File: config.mk
export PLATFORM = sky130hd
export DESIGN_NAME = count_up_stopwatch
export DESIGN_NICKNAME = d
export VERILOG_FILES = /design/src/rtl/count_up_stopwatch_pkg.sv /design/src/rtl/count_up_stopwatch_bcd_digit_counter.sv /design/src/rtl/count_up_stopwatch.sv
export SDC_FILE = /design/constraint.sdc
export NUM_CORES = 1
export LEC_CHECK = 0
export BUFFER_PORTS_ARGS = -buffer_cell sky130_fd_sc_hd__buf_2
export CORE_MARGIN = 10
export CORE_UTILIZATION = 45
export DETAILED_ROUTE_END_ITERATION = 8
export GPL_ROUTABILITY_DRIVEN = 0
export PLACE_DENSITY_LB_ADDON = 0.25
export SLEW_MARGIN = 10
export SYNTH_ARGS = -nofsm -noshare
export SYNTH_HDL_FRONTEND = slang
export SYNTH_SLANG_ARGS = --single-unit
File: constraint.sdc
create_clock -name clk -period 5.9 [get_ports clk]
set_input_delay 0.59 -clock clk [delete_from_list [all_inputs] [get_ports clk]]
set_output_delay 0.59 -clock clk [all_outputs]
set_load 0.05 [all_outputs]
File: src/rtl/count_up_stopwatch_pkg.sv
// Shared types and constants for the HH:MM:SS.cc count-up stopwatch.
package count_up_stopwatch_pkg;

    typedef enum logic [1:0] {
        ST_IDLE  = 2'd0,
        ST_RUN   = 2'd1,
        ST_PAUSE = 2'd2,
        ST_DONE  = 2'd3
    } state_e;

    localparam logic [3:0] DIGIT_MAX9 = 4'd9;
    localparam logic [3:0] DIGIT_MAX5 = 4'd5;

    typedef struct packed {
        logic [7:0] hh;
        logic [7:0] mm;
        logic [7:0] ss;
        logic [7:0] cc;
    } bcd_time_t;

    function automatic logic [7:0] to_bcd8(input int v);
        return {4'(v / 10), 4'(v % 10)};
    endfunction

endpackage

File: src/rtl/count_up_stopwatch_bcd_digit_counter.sv
// One BCD digit 0..MAX; carry_o pulses on the increment that wraps MAX back to 0.
module count_up_stopwatch_bcd_digit_counter #(
    parameter logic [3:0] MAX = 4'd9
) (
    input  logic       clk,
    input  logic       rst_n,
    input  logic       inc_i,
    input  logic       clr_i,
    output logic [3:0] digit_o,
    output logic       carry_o
);

    logic [3:0] digit_q;
    logic [3:0] digit_d;

    // NOTE: default assignment first so no path leaves digit_d unassigned (no latch).
    always_comb begin
        digit_d = digit_q;
        if (clr_i) begin
            digit_d = '0;
        end else if (inc_i) begin
            digit_d = (digit_q == MAX) ? 4'd0 : digit_q + 4'd1;
        end
    end

    // NOTE: registers take non-blocking assignments so every flop samples pre-edge values.
    always_ff @(posedge clk) begin
        if (!rst_n) begin
            digit_q <= '0;
        end else begin
            digit_q <= digit_d;
        end
    end

    assign digit_o = digit_q;
    assign carry_o = inc_i && !clr_i && (digit_q == MAX);

endmodule

File: src/rtl/count_up_stopwatch.sv
// Elapsed-time stopwatch: FSM, tick prescaler, 8-digit BCD chain, lap latch and
// registered display outputs that saturate at MAX_HOUR:59:59.99.
module count_up_stopwatch
    import count_up_stopwatch_pkg::*;
#(
    parameter int CLK_HZ   = 50_000_000,
    parameter int TICK_HZ  = 100,
    parameter int MAX_HOUR = 99
) (
    input  logic       clk,
    input  logic       rst_n,
    input  logic       play,
    input  logic       stop,
    input  logic       clear,
    input  logic       lap,
    output logic [7:0] hour_out_bcd,
    output logic [7:0] minute_out_bcd,
    output logic [7:0] second_out_bcd,
    output logic [7:0] centi_out_bcd,
    output logic       counting,
    output logic       lap_active,
    output logic       overflow
);

    localparam int DIV = CLK_HZ / TICK_HZ;
    localparam int PW  = (DIV > 1) ? $clog2(DIV) : 1;
    localparam bcd_time_t CEILING = {to_bcd8(MAX_HOUR), 8'h59, 8'h59, 8'h99};

    state_e    state_q;
    logic [PW-1:0] presc_q, presc_d;
    bcd_time_t lap_q, out_q, live;
    logic      lap_active_q, overflow_q, counting_q;
    logic      tick, at_ceiling, advance;
    logic [31:0] live_flat;
    logic [7:0]  inc, carry;
    logic        carry_unused;

    assign tick       = (state_q == ST_RUN) && (presc_q == PW'(DIV - 1));
    assign at_ceiling = (live == CEILING);
    assign advance    = tick && !at_ceiling;

    always_comb begin
        presc_d = presc_q;
        if (clear) begin
            presc_d = '0;
        end else if (state_q == ST_RUN) begin
            presc_d = tick ? '0 : presc_q + 1'b1;
        end
    end

    // Digit order, least significant first: cc units/tens, ss, mm, hh.
    assign inc          = {carry[6:0], advance};
    assign carry_unused = carry[7];
    assign live         = live_flat;

    for (genvar i = 0; i < 8; i++) begin : g_digit
        localparam logic [3:0] LIM = (i == 3 || i == 5) ? DIGIT_MAX5 : DIGIT_MAX9;
        count_up_stopwatch_bcd_digit_counter #(.MAX(LIM)) u_digit (
            .clk     (clk),
            .rst_n   (rst_n),
            .inc_i   (inc[i]),
            .clr_i   (clear),
            .digit_o (live_flat[4*i +: 4]),
            .carry_o (carry[i])
        );
    end

    always_ff @(posedge clk) begin
        if (!rst_n) begin
            state_q      <= ST_IDLE;
            presc_q      <= '0;
            lap_q        <= '0;
            out_q        <= '0;
            lap_active_q <= 1'b0;
            overflow_q   <= 1'b0;
            counting_q   <= 1'b0;
        end else begin
            presc_q <= presc_d;
            out_q   <= clear ? '0 : (lap_active_q ? lap_q : live);
            if (clear) begin
                state_q      <= ST_IDLE;
                lap_active_q <= 1'b0;
                overflow_q   <= 1'b0;
                counting_q   <= 1'b0;
            end else begin
                unique case (state_q)
                    ST_IDLE, ST_PAUSE: begin
                        if (play) begin
                            state_q    <= ST_RUN;
                            counting_q <= 1'b1;
                        end
                    end
                    ST_RUN: begin
                        // Ceiling tick outranks stop/lap: the count freezes and DONE is final.
                        if (tick && at_ceiling) begin
                            state_q      <= ST_DONE;
                            counting_q   <= 1'b0;
                            overflow_q   <= 1'b1;
                            lap_active_q <= 1'b0;
                        end else if (play) begin
                            state_q <= ST_RUN;
                        end else if (stop) begin
                            state_q    <= ST_PAUSE;
                            counting_q <= 1'b0;
                        end else if (lap) begin
                            lap_active_q <= !lap_active_q;
                            if (!lap_active_q) begin
                                lap_q <= live;
                            end
                        end
                    end
                    ST_DONE: state_q <= ST_DONE;
                    default: state_q <= ST_IDLE;
                endcase
            end
        end
    end

    assign hour_out_bcd   = out_q.hh;
    assign minute_out_bcd = out_q.mm;
    assign second_out_bcd = out_q.ss;
    assign centi_out_bcd  = out_q.cc;
    assign counting       = counting_q;
    assign lap_active     = lap_active_q;
    assign overflow       = overflow_q;

endmodule
==> key figures, run 1 <==
Pwr
  • P_int: 0.00152 W
  • Pwr per Cell Area: 323 mW/mm^2
  • Switch share: 0.214
  • Static Leak: 2.05 nW
  • Seq pwr share: 0.420
  • VDD IR-drop max: 171 uV
  • Combinational group share of total power: 0.014
  • Clock power frac: 0.566
  • NetSw: 0.000414 W

Floorplan
  • Initial Util: 0.465
  • IO Pins: 41
  • Die area: 0.0160 mm^2
  • DIE HEIGHT: 127 um
  • Core Region: 0.0110 mm^2
  • Die W: 127 um
  • Rows: 38

STA
  • Setup TNS: 0 ns
  • Final Cycle Share: 0.491
  • Slew of the pin with the lowest slew margin: 1.17 ns
  • Slew Limit Fails: 0
  • Hold Fails Final Rpt: 0
  • RSZ-0062 raised after global routing: false
  • Final critical-path required period: 2.90 ns
  • Worst Skew: 0.0112 ns
  • Rel. slew slack: 0.222
  • Peak Freq: 345 MHz
  • Final setup violating endpoints: 0

Yosys
  • Multiplexer share of the synthesized area: 0.0705
  • Simple-gate share of the synthesized area: 0.288
  • Number of synthesized flops with an enable pin: 0
  • Synth cell types: 55
  • Commonest cells in the netlist: dfxtp_1 (120), nor2_1 (79), nand2_1 (62)
  • Main combinational cell family by area after synthesis: simple AND/OR/NAND/NOR gates
  • Register area share after synthesis: 0.470
  • Synthesized area per cell: 8.69 um^2
  • Post-Synth XOR/XNOR Area: 0.0531
  • Mapped cell area: 0.00511 mm^2
  • Net Count, Synth: 595
  • Synth top area share: 0.470
  • Cell taking the most area after synthesis: dfxtp_1
  • Cells after synthesis: 588
  • Adder-cell share of the synthesized area: 0.00245
  • Post-synthesis register bit count: 120
  • Count leader, synth: dfxtp_1
  • Yosys warnings: 0
  • Compound-Gate Fraction of Synth Area: 0.0793
  • Fraction of synthesis flops using an asynchronous set or reset pin: 0
  • Largest cells by area after synthesis: dfxtp_1 (47%), mux2i_1 (7.1%), nor2_1 (5.8%)
  • Synth Flop Type: dfxtp_1

Worst setup path
  • Critical Path Sink Type: register
  • Crit path max fanout: 11
  • Worst setup path class: reg2reg
  • Critical Path Start Type: register
  • Worst EP required: 6.24 ns
  • Crit path DAT: 3.23 ns
  • Delay of the slowest cell on the worst path: 0.85 ns
  • Critical path's slowest cell: nor4_2
  • CP Cell Sequence: nor4bb_1 > nand4_1 > nor4_2 > nand3_1 > or3b_1 > a21oi_1

Global routing
  • Largest net degree at the start of global routing: 67
  • Grt ovf: 0
  • Total GRT Usage: 0.133
  • Global-route wire length before repair: 18100 um
  • Initial antenna violation count: 0
  • Vias in the first global route: 3886

Clocking
  • Post-CTS Resized: 0
  • CTS Hold Bufs: 0
  • CTS H-tree depth: 4
  • Clk buf depth: 2
  • Clk sinks: 120
  • Clock slew at reported path FFs: 0.06 ns
  • Root Buffer: clkbuf_16
  • Postcts setup bufs: 0
  • CTS buffer count: 17
  • Clock latency on the worst-skew pair: 0.42 ns
  • CTS tree: done

Job
  • Max-cap viol count: 0

Route
  • Routed vias: 4136
  • Avg WL per Cell: 14.0 um
  • Vias per inst: 5.38
  • Drt drc: 0
  • Drt pass-1 iters: 5
  • Starting DRC count in detailed routing: 298
  • Antenna Nets Post-Route: 0
  • Overall routed net length: 10800 um

Placed design
  • Final HPWL DP: 7110 um
  • IO buf count: 40
  • Placed instance area: 0.00537 mm^2

Layout
  • Ratio of cells with drive above 1 in the final layout: 0.146
  • Layout area overhead: 17.3%
  • Final cell area excluding filler cells: 0.00600 mm^2
  • Ant diodes: 0
  • Nets: 623

Worst hold path
  • Hold Path Class: reg2reg

Status
  • Status: finished clean
-- routing by layer --
| layer | global-route usage | share of wire | vias up |
|---|---|---|---|
| li1 | - | - | 2089 |
| met3 | 0.0454 | 0.055 | 19 |
| met2 | 0.217 | 0.47 | 89 |
| met5 | 0 | 0 | - |
| met4 | 0.0543 | 0.016 | 0 |
| met1 | 0.158 | 0.46 | 1939 |
-- through the flow --
| stage | total power, W | cells | setup slack (ns) | hold slack [ns] | utilization |
|---|---|---|---|---|---|
| after floorplan | 0.000850 | 588 | 3.85 | 0.428 | - |
| after global placement | 0.000857 | 737 | 3.17 | 0.436 | 0.488 |
| after detailed placement | 0.000858 | 737 | 3.05 | 0.437 | 0.488 |
| after CTS | 0.00194 | 769 | 3.03 | 0.450 | 0.546 |
| after global routing | 0.00199 | 769 | 2.78 | 0.476 | 0.546 |
| final | 0.00193 | 769 | 3.00 | 0.448 | 0.546 |
-- cell type report --
class / instances / area [um^2]
Timing Repair Buffer: 42 / 215
Clock inverter: 12 / 164
Sequential cell: 120 / 2400
Clock buffer: 20 / 467
Multi-Input combinational cell: 422 / 2520
Tap cell: 140 / 175
Fill cell: 942 / 4990
Inverter: 13 / 48.8
-- kinds of logic (layout without fill, tap and decap cells) --
kind of cell	count (synthesis)	after routing
buffers and inverters	46	87
AO/OA/AOI/OAI	74	74
AND/OR/NAND/NOR	280	280
flip-flops	120	120
adder cells (fa/ha/maj)	1	1
XOR/XNOR	31	31
multiplexers	36	36
-- flip-flops by register name (all words and copies together) (netlist names), 2 cells and up --
signal	flops
centi_out_bcd	8
hour_out_bcd	8
g_digit.u_digit.digit_o	32
lap_q	32
minute_out_bcd	8
second_out_bcd	8
presc_q	19
state_q	2
-- critical path: cells and delay by family, from the launching register on --
kind | cells | cell delay (ns)
compound gates | 1 | 0.15
flops | 1 | 0.47
simple gates | 5 | 2.20
-- power groups by stage --
stage | logic, W | clock network (W) | registers, W
after floorplan | 0.0000192 | 0 | 0.000831
after global placement | 0.0000266 | 0 | 0.000830
after detailed placement | 0.0000273 | 0 | 0.000830
after CTS | 0.0000275 | 0.00110 | 0.000813
after global routing | 0.0000303 | 0.00114 | 0.000812
final | 0.0000275 | 0.00109 | 0.000813
-- layout by cell type (no fill, tap or decap), types with 4 or more instances in the layout --
master	count
nor2b_1	6
buf_2	40
clkbuf_16	17
a21oi_1	20
xor2_1	17
inv_1	13
xnor2_1	14
nor3_1	6
o21ai_1	6
nor3b_1	5
nand4_1	10
inv_6	4
clkinvlp_4	4
nand2_1	62
dfxtp_1	119
o21ai_0	37
and3_1	8
and2_1	4
mux2i_1	36
a211o_1	4
nor2_1	79
or3_1	8
nand3_1	55
-- worst paths after layout --
check                                                    from                            end  slack (ns)  depth (start not counted)
worst min register to register                      lap_q[25]                      lap_q[25]        0.45                          2
worst max-delay path            g_digit[0].u_digit.digit_o[3]  g_digit[5].u_digit.digit_o[2]        3.00                          6
worst max register to register  g_digit[0].u_digit.digit_o[3]  g_digit[5].u_digit.digit_o[2]        3.00                          6
worst min-delay path                                lap_q[25]                      lap_q[25]        0.45                          2
(Power assumes the default switching activity.)
==> run 2, diff against run 1 <==
ABC_AREA = 1   (was default)
clock period = 2.85 ns   (was 5.9 ns; I/O delays follow)
==> key figures, run 2 <==
Yosys
  • Mapped cell area: 0.00531 mm^2
  • Register area share after synthesis: 0.453
  • Yosys warnings: 0
  • Synth Flop Type: dfxtp_1
  • Post-synthesis register bit count: 120
  • Synth cell types: 38
  • Number of synthesized flops with an enable pin: 0
  • Fraction of synthesis flops using an asynchronous set or reset pin: 0
  • Synthesized area per cell: 7.18 um^2
  • Cells after synthesis: 739
  • Count leader, synth: inv_1
  • Largest cells by area after synthesis: dfxtp_1 (45%), inv_1 (9.1%), nand2_1 (8.6%)
  • Cell taking the most area after synthesis: dfxtp_1
  • Net Count, Synth: 746
  • Commonest cells in the netlist: inv_1 (129), nand2_1 (121), dfxtp_1 (120)
  • Synth top area share: 0.453

STA
  • Rel. slew slack: 0.586
  • Final Cycle Share: 0.770
  • Worst Skew: 0.00968 ns
  • Final critical-path required period: 2.20 ns
  • Setup TNS: 0 ns
  • Hold Fails Final Rpt: 0
  • Final setup violating endpoints: 0
  • Slew of the pin with the lowest slew margin: 0.620 ns
  • RSZ-0062 raised after global routing: false
  • Hold WS: 0.162 ns
  • Peak Freq: 456 MHz
  • Slew Limit Fails: 0

Pwr
  • P_int: 0.00288 W
  • Clock power frac: 0.515
  • Pwr per Cell Area: 598 mW/mm^2
  • VDD IR-drop max: 360 uV
  • Switch share: 0.209
  • NetSw: 0.000764 W
  • Combinational group share of total power: 0.022
  • Static Leak: 2.46 nW
  • Seq pwr share: 0.463

Worst setup path
  • Delay of the slowest cell on the worst path: 0.43 ns
  • Critical Path Sink Type: register
  • Crit-path most repeated cell: nor2_4
  • Critical Path Start Type: register
  • Worst setup path class: reg2reg
  • Worst EP required: 3.18 ns
  • Crit path DAT: 2.53 ns
  • Critical path's slowest cell: nand3_4
  • CP Cell Sequence: inv_2 > nor2_4 > nand2_2 > nor2_4 > nand2_2 > nor2_4 > nand3_2 > nand3_4 > o21ai_0 > a21oi_1
  • Crit path max fanout: 64

Clocking
  • Clk buf depth: 2
  • Post-CTS Resized: 0
  • Postcts setup bufs: 0
  • Clk sinks: 120
  • Clock latency on the worst-skew pair: 0.42 ns
  • CTS Hold Bufs: 0
  • CTS tree: done
  • CTS buffer count: 17
  • Root Buffer: clkbuf_16
  • CTS H-tree depth: 4
  • Clock slew at reported path FFs: 0.05 ns

Layout
  • Commonest non-fill, non-tap cell in the layout: inv_1
  • Ratio of cells with drive above 1 in the final layout: 0.126
  • Nets: 783
  • Layout area overhead: 15.0%
  • Ant diodes: 0
  • Most frequent cells in the layout: inv_1 (129), nand2_1 (120), dfxtp_1 (119)

Route
  • Vias per inst: 4.99
  • Overall routed net length: 11300 um
  • Drt pass-1 iters: 4
  • Routed vias: 4638
  • Starting DRC count in detailed routing: 243
  • Antenna Nets Post-Route: 0
  • Drt drc: 0
  • Avg WL per Cell: 12.2 um

Placed design
  • IO buf count: 40
  • Final HPWL DP: 7610 um

Global routing
  • Initial antenna violation count: 0
  • Global-route wire length before repair: 19200 um
  • Vias in the first global route: 4319
  • Total GRT Usage: 0.140
  • Grt ovf: 0
  • Largest net degree at the start of global routing: 65

Status
  • Status: finished clean

Floorplan
  • DIE HEIGHT: 129 um
  • Die area: 0.0165 mm^2
  • IO Pins: 41
  • Core Region: 0.0115 mm^2
  • Rows: 39
  • Initial Util: 0.463
  • Die W: 129 um

Job
  • Max-cap viol count: 0

Worst hold path
  • Hold Path Class: in2reg
[run 2: worst paths after layout]
kind,startpoint,endpoint,slack (ns),depth (start not counted)
max,state_q[0],lap_q[17],0.65,10
min,play,state_q[1],0.16,3
max reg2reg,state_q[0],lap_q[17],0.65,10
min reg2reg,lap_q[7],lap_q[7],0.45,2
[run 2: worst max-delay path: cells and delay by family, from the launching register on]
| family | cells | cell delay, ns |
|---|---|---|
| AOI/OAI and AO/OA | 2 | 0.35 |
| buffers and inverters | 1 | 0.07 |
| DFF | 1 | 0.35 |
| and+or+nand+nor | 7 | 1.30 |
[run 2: cells by family after synthesis]
logic type	synth area share
compound gates	0.164
xor+xnor	0.00990
fa+ha+maj	0.00236
buf+inv	0.116
flops	0.453
simple gates	0.255
[run 2: power groups by stage]
stage / registers, W / clock network, W / logic (W)
3_3_place_gp: 0.00172 / 0 / 0.0000778
5_1_grt: 0.00169 / 0.00199 / 0.0000916
4_1_cts: 0.00169 / 0.00191 / 0.0000817
2_1_floorplan: 0.00173 / 0 / 0.0000541
3_5_place_dp: 0.00172 / 0 / 0.0000808
6_report: 0.00169 / 0.00188 / 0.0000808
[run 2: layer usage]
| layer | vias to the layer above | GRT usage | wire, um |
|---|---|---|---|
| li1 | 2422 | - | - |
| met1 | 2111 | 0.165 | 5230 |
| met2 | 93 | 0.231 | 5280 |
| met3 | 12 | 0.0501 | 634 |
| met4 | 0 | 0.0537 | 166 |
| met5 | - | 0 | 0 |
[run 2: through the flow]
step / std cells / setup slack [ns] / cell area [um^2] / power, W / util
2_1_floorplan: 739 / 1.09 / 5310 / 0.00178 / -
3_3_place_gp: 900 / 0.771 / 5590 / 0.00180 / 0.487
3_5_place_dp: 900 / 0.667 / 5590 / 0.00180 / 0.487
4_1_cts: 929 / 0.594 / 6100 / 0.00368 / 0.532
5_1_grt: 929 / 0.382 / 6100 / 0.00377 / 0.532
6_report: 929 / 0.655 / 6100 / 0.00365 / 0.532
[run 2: area by class of cell]
type	instances	area, um^2
inverter	131	492
fill	1095	5360
clock inverter	4	20.0
clock buffer	25	495
sequential	120	2400
tap	143	179
timing repair buffer	43	223
multi-input combinational	463	2290
